$ cat src/rtl/snk_game_ctrl.sv
// Snake game sequencer: head/direction state, step pacing, direction handshake,
// wall/food detection and IDLE/RUN/DEAD control. Define SNK_WRAP_EN for toroidal play.
module snk_game_ctrl #(
   parameter int BITS     = 4,
   parameter int TICK_DIV = 8,
   parameter int SCORE_W  = 8
) (
   input  logic                 CLK,
   input  logic                 RST_N,
   input  logic                 start,
   input  logic                 btn_valid,
   input  logic [1:0]           btn_dir,
   output logic                 btn_ready,
   input  logic [BITS-1:0]      food_x,
   input  logic [BITS-1:0]      food_y,
   output logic [1:0]           dir,
   output logic [2*BITS-1:0]    head,
   output logic                 step,
   output logic                 food_eat,
   output logic                 game_over,
   output logic                 running,
   output logic [SCORE_W-1:0]   score
);
   localparam int TW = (TICK_DIV > 2) ? $clog2(TICK_DIV) : 1;
   localparam logic [TW-1:0]   TICK_LAST = TW'(TICK_DIV - 1);
   localparam logic [BITS-1:0] HOME      = BITS'(2 ** (BITS - 2));
   localparam logic [BITS-1:0] EDGE_HI   = '1;
   localparam logic [SCORE_W-1:0] SCORE_MAX = '1;

   localparam logic [1:0] S_IDLE = 2'd0;
   localparam logic [1:0] S_RUN  = 2'd1;
   localparam logic [1:0] S_DEAD = 2'd2;

   localparam logic [1:0] D_UP = 2'b00, D_DN = 2'b01, D_LT = 2'b10, D_RT = 2'b11;

   logic [1:0]         state_q, state_d;
   logic [BITS-1:0]    x_q, x_d, y_q, y_d;
   logic [1:0]         dir_q, dir_d;
   logic               pend_vld_q, pend_vld_d;
   logic [1:0]         pend_dir_q, pend_dir_d;
   logic [TW-1:0]      tick_q, tick_d;
   logic [SCORE_W-1:0] score_q, score_d;
   logic               step_q, step_d, eat_q, eat_d;

   logic [1:0]      mv_dir;
   logic [BITS-1:0] nx, ny;
   logic            hit_wall, reversal, accept;

   // The move of an evaluation uses the pending request if one is waiting.
   assign mv_dir = pend_vld_q ? pend_dir_q : dir_q;

   always_comb begin
      nx = x_q;
      ny = y_q;
      case (mv_dir)
         D_UP:    ny = y_q - 1'b1;
         D_DN:    ny = y_q + 1'b1;
         D_LT:    nx = x_q - 1'b1;
         default: nx = x_q + 1'b1;
      endcase
   end

`ifdef SNK_WRAP_EN
   assign hit_wall = 1'b0;
`else
   assign hit_wall = (mv_dir == D_UP && y_q == '0)    || (mv_dir == D_DN && y_q == EDGE_HI) ||
                     (mv_dir == D_LT && x_q == '0)    || (mv_dir == D_RT && x_q == EDGE_HI);
`endif

   assign reversal = (btn_dir[1] == dir_q[1]) && (btn_dir[0] != dir_q[0]);
   assign accept   = btn_valid && btn_ready;

   always_comb begin
      state_d    = state_q;
      x_d        = x_q;
      y_d        = y_q;
      dir_d      = dir_q;
      pend_vld_d = pend_vld_q;
      pend_dir_d = pend_dir_q;
      tick_d     = tick_q;
      score_d    = score_q;
      step_d     = 1'b0;
      eat_d      = 1'b0;
      case (state_q)
         S_RUN: begin
            tick_d = (tick_q == TICK_LAST) ? '0 : tick_q + 1'b1;
            if (tick_q == TICK_LAST) begin
               dir_d      = mv_dir;
               pend_vld_d = 1'b0;
               if (hit_wall) begin
                  state_d = S_DEAD;
               end else begin
                  x_d    = nx;
                  y_d    = ny;
                  step_d = 1'b1;
                  if (nx == food_x && ny == food_y) begin
                     eat_d = 1'b1;
                     if (score_q != SCORE_MAX) score_d = score_q + 1'b1;
                  end
               end
            end
            // Accepted after the evaluation clear, so a request on that cycle waits a step.
            if (accept && !reversal) begin
               pend_vld_d = 1'b1;
               pend_dir_d = btn_dir;
            end
         end
         S_IDLE, S_DEAD: begin
            if (start) begin
               state_d    = S_RUN;
               x_d        = HOME;
               y_d        = HOME;
               dir_d      = D_RT;
               pend_vld_d = 1'b0;
               tick_d     = '0;
               score_d    = '0;
            end
         end
         default: state_d = S_IDLE;
      endcase
   end

   always_ff @(posedge CLK or negedge RST_N) begin
      if (!RST_N) begin
         state_q    <= S_IDLE;
         x_q        <= HOME;
         y_q        <= HOME;
         dir_q      <= D_RT;
         pend_vld_q <= 1'b0;
         pend_dir_q <= 2'b00;
         tick_q     <= '0;
         score_q    <= '0;
         step_q     <= 1'b0;
         eat_q      <= 1'b0;
      end else begin
         state_q    <= state_d;
         x_q        <= x_d;
         y_q        <= y_d;
         dir_q      <= dir_d;
         pend_vld_q <= pend_vld_d;
         pend_dir_q <= pend_dir_d;
         tick_q     <= tick_d;
         score_q    <= score_d;
         step_q     <= step_d;
         eat_q      <= eat_d;
      end
   end

   assign running   = (state_q == S_RUN);
   assign game_over = (state_q == S_DEAD);
   assign btn_ready = running && !pend_vld_q;
   assign dir       = dir_q;
   assign head      = {x_q, y_q};
   assign step      = step_q;
   assign food_eat  = eat_q;
   assign score     = score_q;
endmodule

$ cat config.mk
export PLATFORM = sky130hd
export DESIGN_NAME = snk_game_ctrl
export DESIGN_NICKNAME = d
export VERILOG_FILES = /design/src/rtl/snk_game_ctrl.sv
export SDC_FILE = /design/constraint.sdc
export NUM_CORES = 1
export LEC_CHECK = 0
export ABC_CLOCK_PERIOD_IN_PS = 4300
export BUFFER_PORTS_ARGS = -buffer_cell sky130_fd_sc_hd__buf_2
export CAP_MARGIN = 20
export CORE_MARGIN = 2
export CORE_UTILIZATION = 32
export DETAILED_ROUTE_END_ITERATION = 7
export HOLD_SLACK_MARGIN = 0.06
export SKIP_CTS_REPAIR_TIMING = 1
export SYNTH_ARGS = -nofsm -noshare
export SYNTH_HDL_FRONTEND = slang
export SYNTH_SLANG_ARGS = --single-unit
$ cat constraint.sdc
create_clock -name CLK -period 4.3 [get_ports CLK]
set_clock_uncertainty 0.2 [all_clocks]
set_input_delay 0.86 -clock CLK [delete_from_list [all_inputs] [get_ports CLK]]
set_output_delay 0.86 -clock CLK [all_outputs]
set_load 0.01 [all_outputs]
Word-level counts from Yosys, hierarchy flattened
Cells that the tools add are included.
{"block": "classes", "addsub": 6, "n_eq_ne": 20, "n_mux": 37, "reduce_logical": 28}
{"op": "8-bit 2-to-1 mux", "count": 5}
{"op": "4-bit case mux with 2 select lines", "count": 4}
{"op": "4-bit 2-to-1 mux", "count": 5}
{"op": "8-bit case mux with 2 select lines", "count": 1}
{"op": "2-bit 2-to-1 mux", "count": 6}
{"op": "1-bit 2-to-1 mux", "count": 10}
{"op": "1-bit logical AND", "count": 9}
{"op": "3-bit AND reduction", "count": 3}
{"op": "4-bit by 1-bit adder with 4-bit output, second input constant", "count": 2}
{"op": "8-bit by 1-bit adder with 8-bit output, second input constant", "count": 1}
{"op": "4-bit equality test", "count": 2}
{"op": "4-bit equality test, second input constant", "count": 2}
{"op": "4-bit zero test", "count": 2}
{"op": "2-bit by 1-bit != test with 1-bit output, second input constant", "count": 4}
{"op": "8-bit != test, second input constant", "count": 1}
{"op": "2-bit case mux with 2 select lines", "count": 2}
{"op": "4-bit by 1-bit subtractor with 4-bit output, second input constant", "count": 2}
{"op": "2-bit equality test, second input constant", "count": 3}
{"op": "3-bit 2-to-1 mux", "count": 2}
{"op": "3-bit case mux with 2 select lines", "count": 1}
{"op": "6-bit AND reduction", "count": 1}
{"op": "2-bit by 1-bit equality test with 1-bit output, second input constant", "count": 2}
{"op": "2-bit zero test", "count": 2}
{"op": "2-bit != test, second input constant", "count": 2}
{"op": "12 further kinds", "count": 17}
{"block": "word_totals", "reg_bits": 28, "input_bits": 14, "out_inout_bits": 23}

Logic depth before layout (Yosys ltp)
{"block": "depth", "ltp_word": 10, "depth_mapped": 14}

Worst setup path before layout
OpenSTA, ideal clock, no wires.
{"block": "synth_path", "kind": "register to register", "start": "reg pend_vld_q", "end": "reg score_q[5], in the netlist score[5]", "arrival_ns": 3.253, "path_slack_ns": 0.769, "stages_incl_launch_ff": 13, "period_less_slack_ns": 3.531, "cell_sequence": "dfrtp_1 buf_6 mux2i_2 buf_2 nand2_1 inv_1 fa_1 xor2_1 a31oi_1 a211o_1 or4b_4 or4_1 a21oi_1"}
{"block": "synth_between", "elab_chain_cells": 8, "elab_cells_between_ends": 21, "classes_between": "eq/ne (7); mux (3); reduce/logical (11)"}
{"item": "start, declared", "line": "39", "text": "logic pend_vld_q, pend_vld_d;"}
{"item": "start signal, assigned", "line": "140", "text": "pend_vld_q <= pend_vld_d;"}
{"item": "2-bit 2-to-1 mux (*)", "line": "50", "text": "assign mv_dir = pend_vld_q ? pend_dir_q : dir_q;"}
{"item": "2-bit by 1-bit equality test with 1-bit output or 2-bit zero test (tied branches)", "line": "55, 66"}
{"item": "2-bit OR reduction (no source line) or 1-bit logical AND (tied branches)"}
{"item": "4-bit case mux with 2 select lines or 1-bit logical OR (tied branches)", "line": "55, 66"}
{"item": "4-bit equality test or 1-bit logical OR (tied branches)", "line": "96, 66"}
{"item": "1-bit logical AND or 1-bit logical OR (tied branches)", "line": "96, 67"}
{"item": "2-bit by 1-bit != test with 1-bit output (no source line) or 2-bit != test (tied branches)"}
{"item": "6-bit AND reduction (no source line) (*)"}
{"item": "end signal, assigned", "line": "143", "text": "score_q <= score_d;"}
{"item": "end, declared", "line": "42", "text": "logic [SCORE_W-1:0] score_q, score_d;"}
Mark *: on every way between the ends. The rest lies on a longest branch, timed or not.
A chain may end at the register's enable or synchronous reset.

Worst setup path after layout
Same ends and word-level chain as after synthesis.

==> metrics.md <==
| Metric | Value |
|---|---|
| Status | finished, final reports clean |
| Fmax | 0.261 GHz |
| Maxcap violations | 0 |
| Most common cell after layout, fill and taps aside | buf_2 |
| Cells after synthesis | 200 |
| Vias per std cell | 5.31 |
| Via count | 1,640 |
| Internal reg-to-reg setup slack | 0.46 ns |
| Dominant synthesized flop cell | dfrtp_1 |
| Mapped cell area | 1900 sq um |
| CTS clk-pin slew, worst paths | 0.10 ns |
| Multi-input logic area | 1110 sq um |
| RePlAce Congestion | 0.792 |
| Worst Path Max Fanout | 14 |
| Die Y | 81.0 um |
| Switching power | 702 uW |
| Buffers on Ports | 36 |
| CTS Buffer Depth | 2 |
| Routed WL | 4.53 mm |
| I/O pins | 37 |
| Layout Cells excl Fill | 309 |
| Core Footprint | 5820 sq um |
| Syn-to-layout area delta | 16.6% |
| Crit end category | register |
| Endpoints failing setup | 0 |
| Drt pass-1 iters | 4 |
| GRT Overall Usage | 14.4% |
| Fraction of layout cells with a size suffix above 1 | 25.2% |
| Die X | 81.0 um |
| Dpl cells | 305 |
| Routed len/inst | 14.7 um |
| Post-DRT Antenna Nets | 0 |
| Sequential Power Share | 30.2% |
| Maximum VDD drop | 403 uV |
| Final period utilization | 89.2% |
| CP Class | register to register |
| Overflow after GRT | 0 |
| Fillers | 628 |
| Max-slew violations | 0 |
| Initial antenna violation count | 0 |
| Vias in the first global route | 1,490 |
| Fin crit period | 3.84 ns |
| Clock Latency Late Sink | 0.28 ns |
| RSZ-0062 raised after global routing | false |
| Total number of yosys warnings | 0 |
| Hold crit path type | register to register |
| Drt initial violations | 111 |
| Initial core utilization | 32.6% |
| Total CTS buffers | 3 |
| Sequential cell area | 706 sq um |
| Int Power | 903 uW |
| Seq/Total Area, Yosys | 37.2% |
| Pwr Density | 726 nW/um^2 |
| Seq cells post-synth | 28 |
| H-tree Lvls | 1 |
| Fraction of registers with async set/reset | 100% |
| CP Data Arrival Time | 3.85 ns |
| Total die area | 6560 sq um |
| Synthesized Nets | 221 |
| Setup TNS | 0 ns |
| HPWL after DPL | 3.38 mm |
| Worst slew pin tran | 0.691 ns |
| Lkg Pwr | 0.000965 uW |
| Syn avg cell area | 9.48 sq um |
| Layout Nets | 256 |
| Total clock sinks | 28 |
| Worst Setup Start Kind | register |
| Final Hold Vio Count | 0 |
| Part of the power in the clock network | 13.3% |
| Row count | 28 |
| Synth unique cells | 52 |
| CTS tree | yes |
| Diodes inserted | 0 |
| Clock root cell | clkbuf_8 |
| Most frequent cells in the layout | 36 x buf_2, 24 x dfrtp_1, 19 x nand2_1 |
| Req. time, crit path | 4.32 ns |
| Power share of the combinational group | 56.6% |
| Post-synth EDFFs | 0 |
| Net Sw Frac | 43.7% |
| DR DRC count | 0 |
| Largest net degree at the start of global routing | 29 |
| First-pass GRT wire length | 7.25 mm |
| Worst relative slew slack | 53.4% |
state kept, by name, summed over array words and instances, names as in the netlist:
name / cells
dir: 2
food_eat: 1
pend_dir_q: 2
pend_vld_q: 1
score: 8
state_q: 2
step: 1
tick_q: 3
x_q: 4
y_q: 4
critical path, stage by stage (launching register included):
cell and delay [ns]:
dfrtp_1 0.60, mux2_4 0.37, nand2_1 0.13, inv_1 0.07, fa_1 0.52, xor2_1 0.14
a31oi_1 0.11, a211o_1 0.33, or4b_4 0.65, or4_1 0.49, a21oi_1 0.15
cell type report:
type	instances	share of cell area (%)
Multi-Input combinational cell	154	50.3
Sequential cell	28	31.9
Timing Repair Buffer	37	8.49
Tap cell	75	4.24
Clock buffer	3	1.87
Inverter	11	1.87
Clock inverter	1	1.36
per-stage QoR:
step	hold WS [ns]	setup slack (ns)	total power [uW]	cell area (sq um)	util, %
floorplan	0.262	0.769	1180	1900	-
global placement	0.288	0.597	1380	2140	36.8
detailed placement	0.292	0.513	1390	2140	36.8
CTS	0.308	0.484	1610	2210	38.0
global route	0.352	0.274	1740	2210	38.0
finish	0.303	0.463	1600	2210	38.0
synth_stat cells (4+ instances only):
library cell / n / area share (%)
or4_1: 5 / 2.0
dfrtp_1: 24 / 32
o211ai_1: 6 / 2.4
dfstp_2: 4 / 5.5
nor2_1: 12 / 2.4
o31ai_1: 4 / 1.6
xor2_1: 8 / 3.7
nand3_1: 7 / 1.8
nor3_1: 5 / 1.3
nand2_1: 19 / 3.8
o21ai_0: 11 / 2.9
ha_1: 6 / 4.0
a21oi_1: 8 / 2.1
inv_1: 9 / 1.8
xnor2_1: 11 / 5.1
cells by family after synthesis:
family,after synthesis,synth area share [%]
flops,28,37.2
mux,10,7.79
simple gates,66,18.6
fa+ha+maj,7,5.02
compound gates,52,18.4
xor+xnor,19,8.78
buf+inv,18,4.16
metal layers:
layer	GRT usage, %	part of all wire, %
met1	20.4	49
met2	22.0	45
met4	5.59	1.3
met3	2.11	4.7
met5	0	0
path summary, 6_finish.rpt:
check                            from          to  cells past startpoint
hold reg to reg             tick_q[0]   tick_q[0]                      1
hold / removal              tick_q[0]   tick_q[0]                      1
setup reg to reg           pend_vld_q    score[5]                     10
min in group asynchronous       RST_N   tick_q[0]                      1
setup / recovery           pend_vld_q    score[5]                     10
max in group asynchronous       RST_N  pend_vld_q                      1
power by group through the flow:
stage | sequential [uW] | clock (uW) | combinational (uW)
2_1_floorplan | 450 | 0 | 725
3_3_place_gp | 484 | 0 | 892
3_5_place_dp | 490 | 0 | 901
4_1_cts | 485 | 220 | 906
5_1_grt | 502 | 231 | 1010
6_report | 484 | 213 | 908
(Power assumes the default switching activity.)
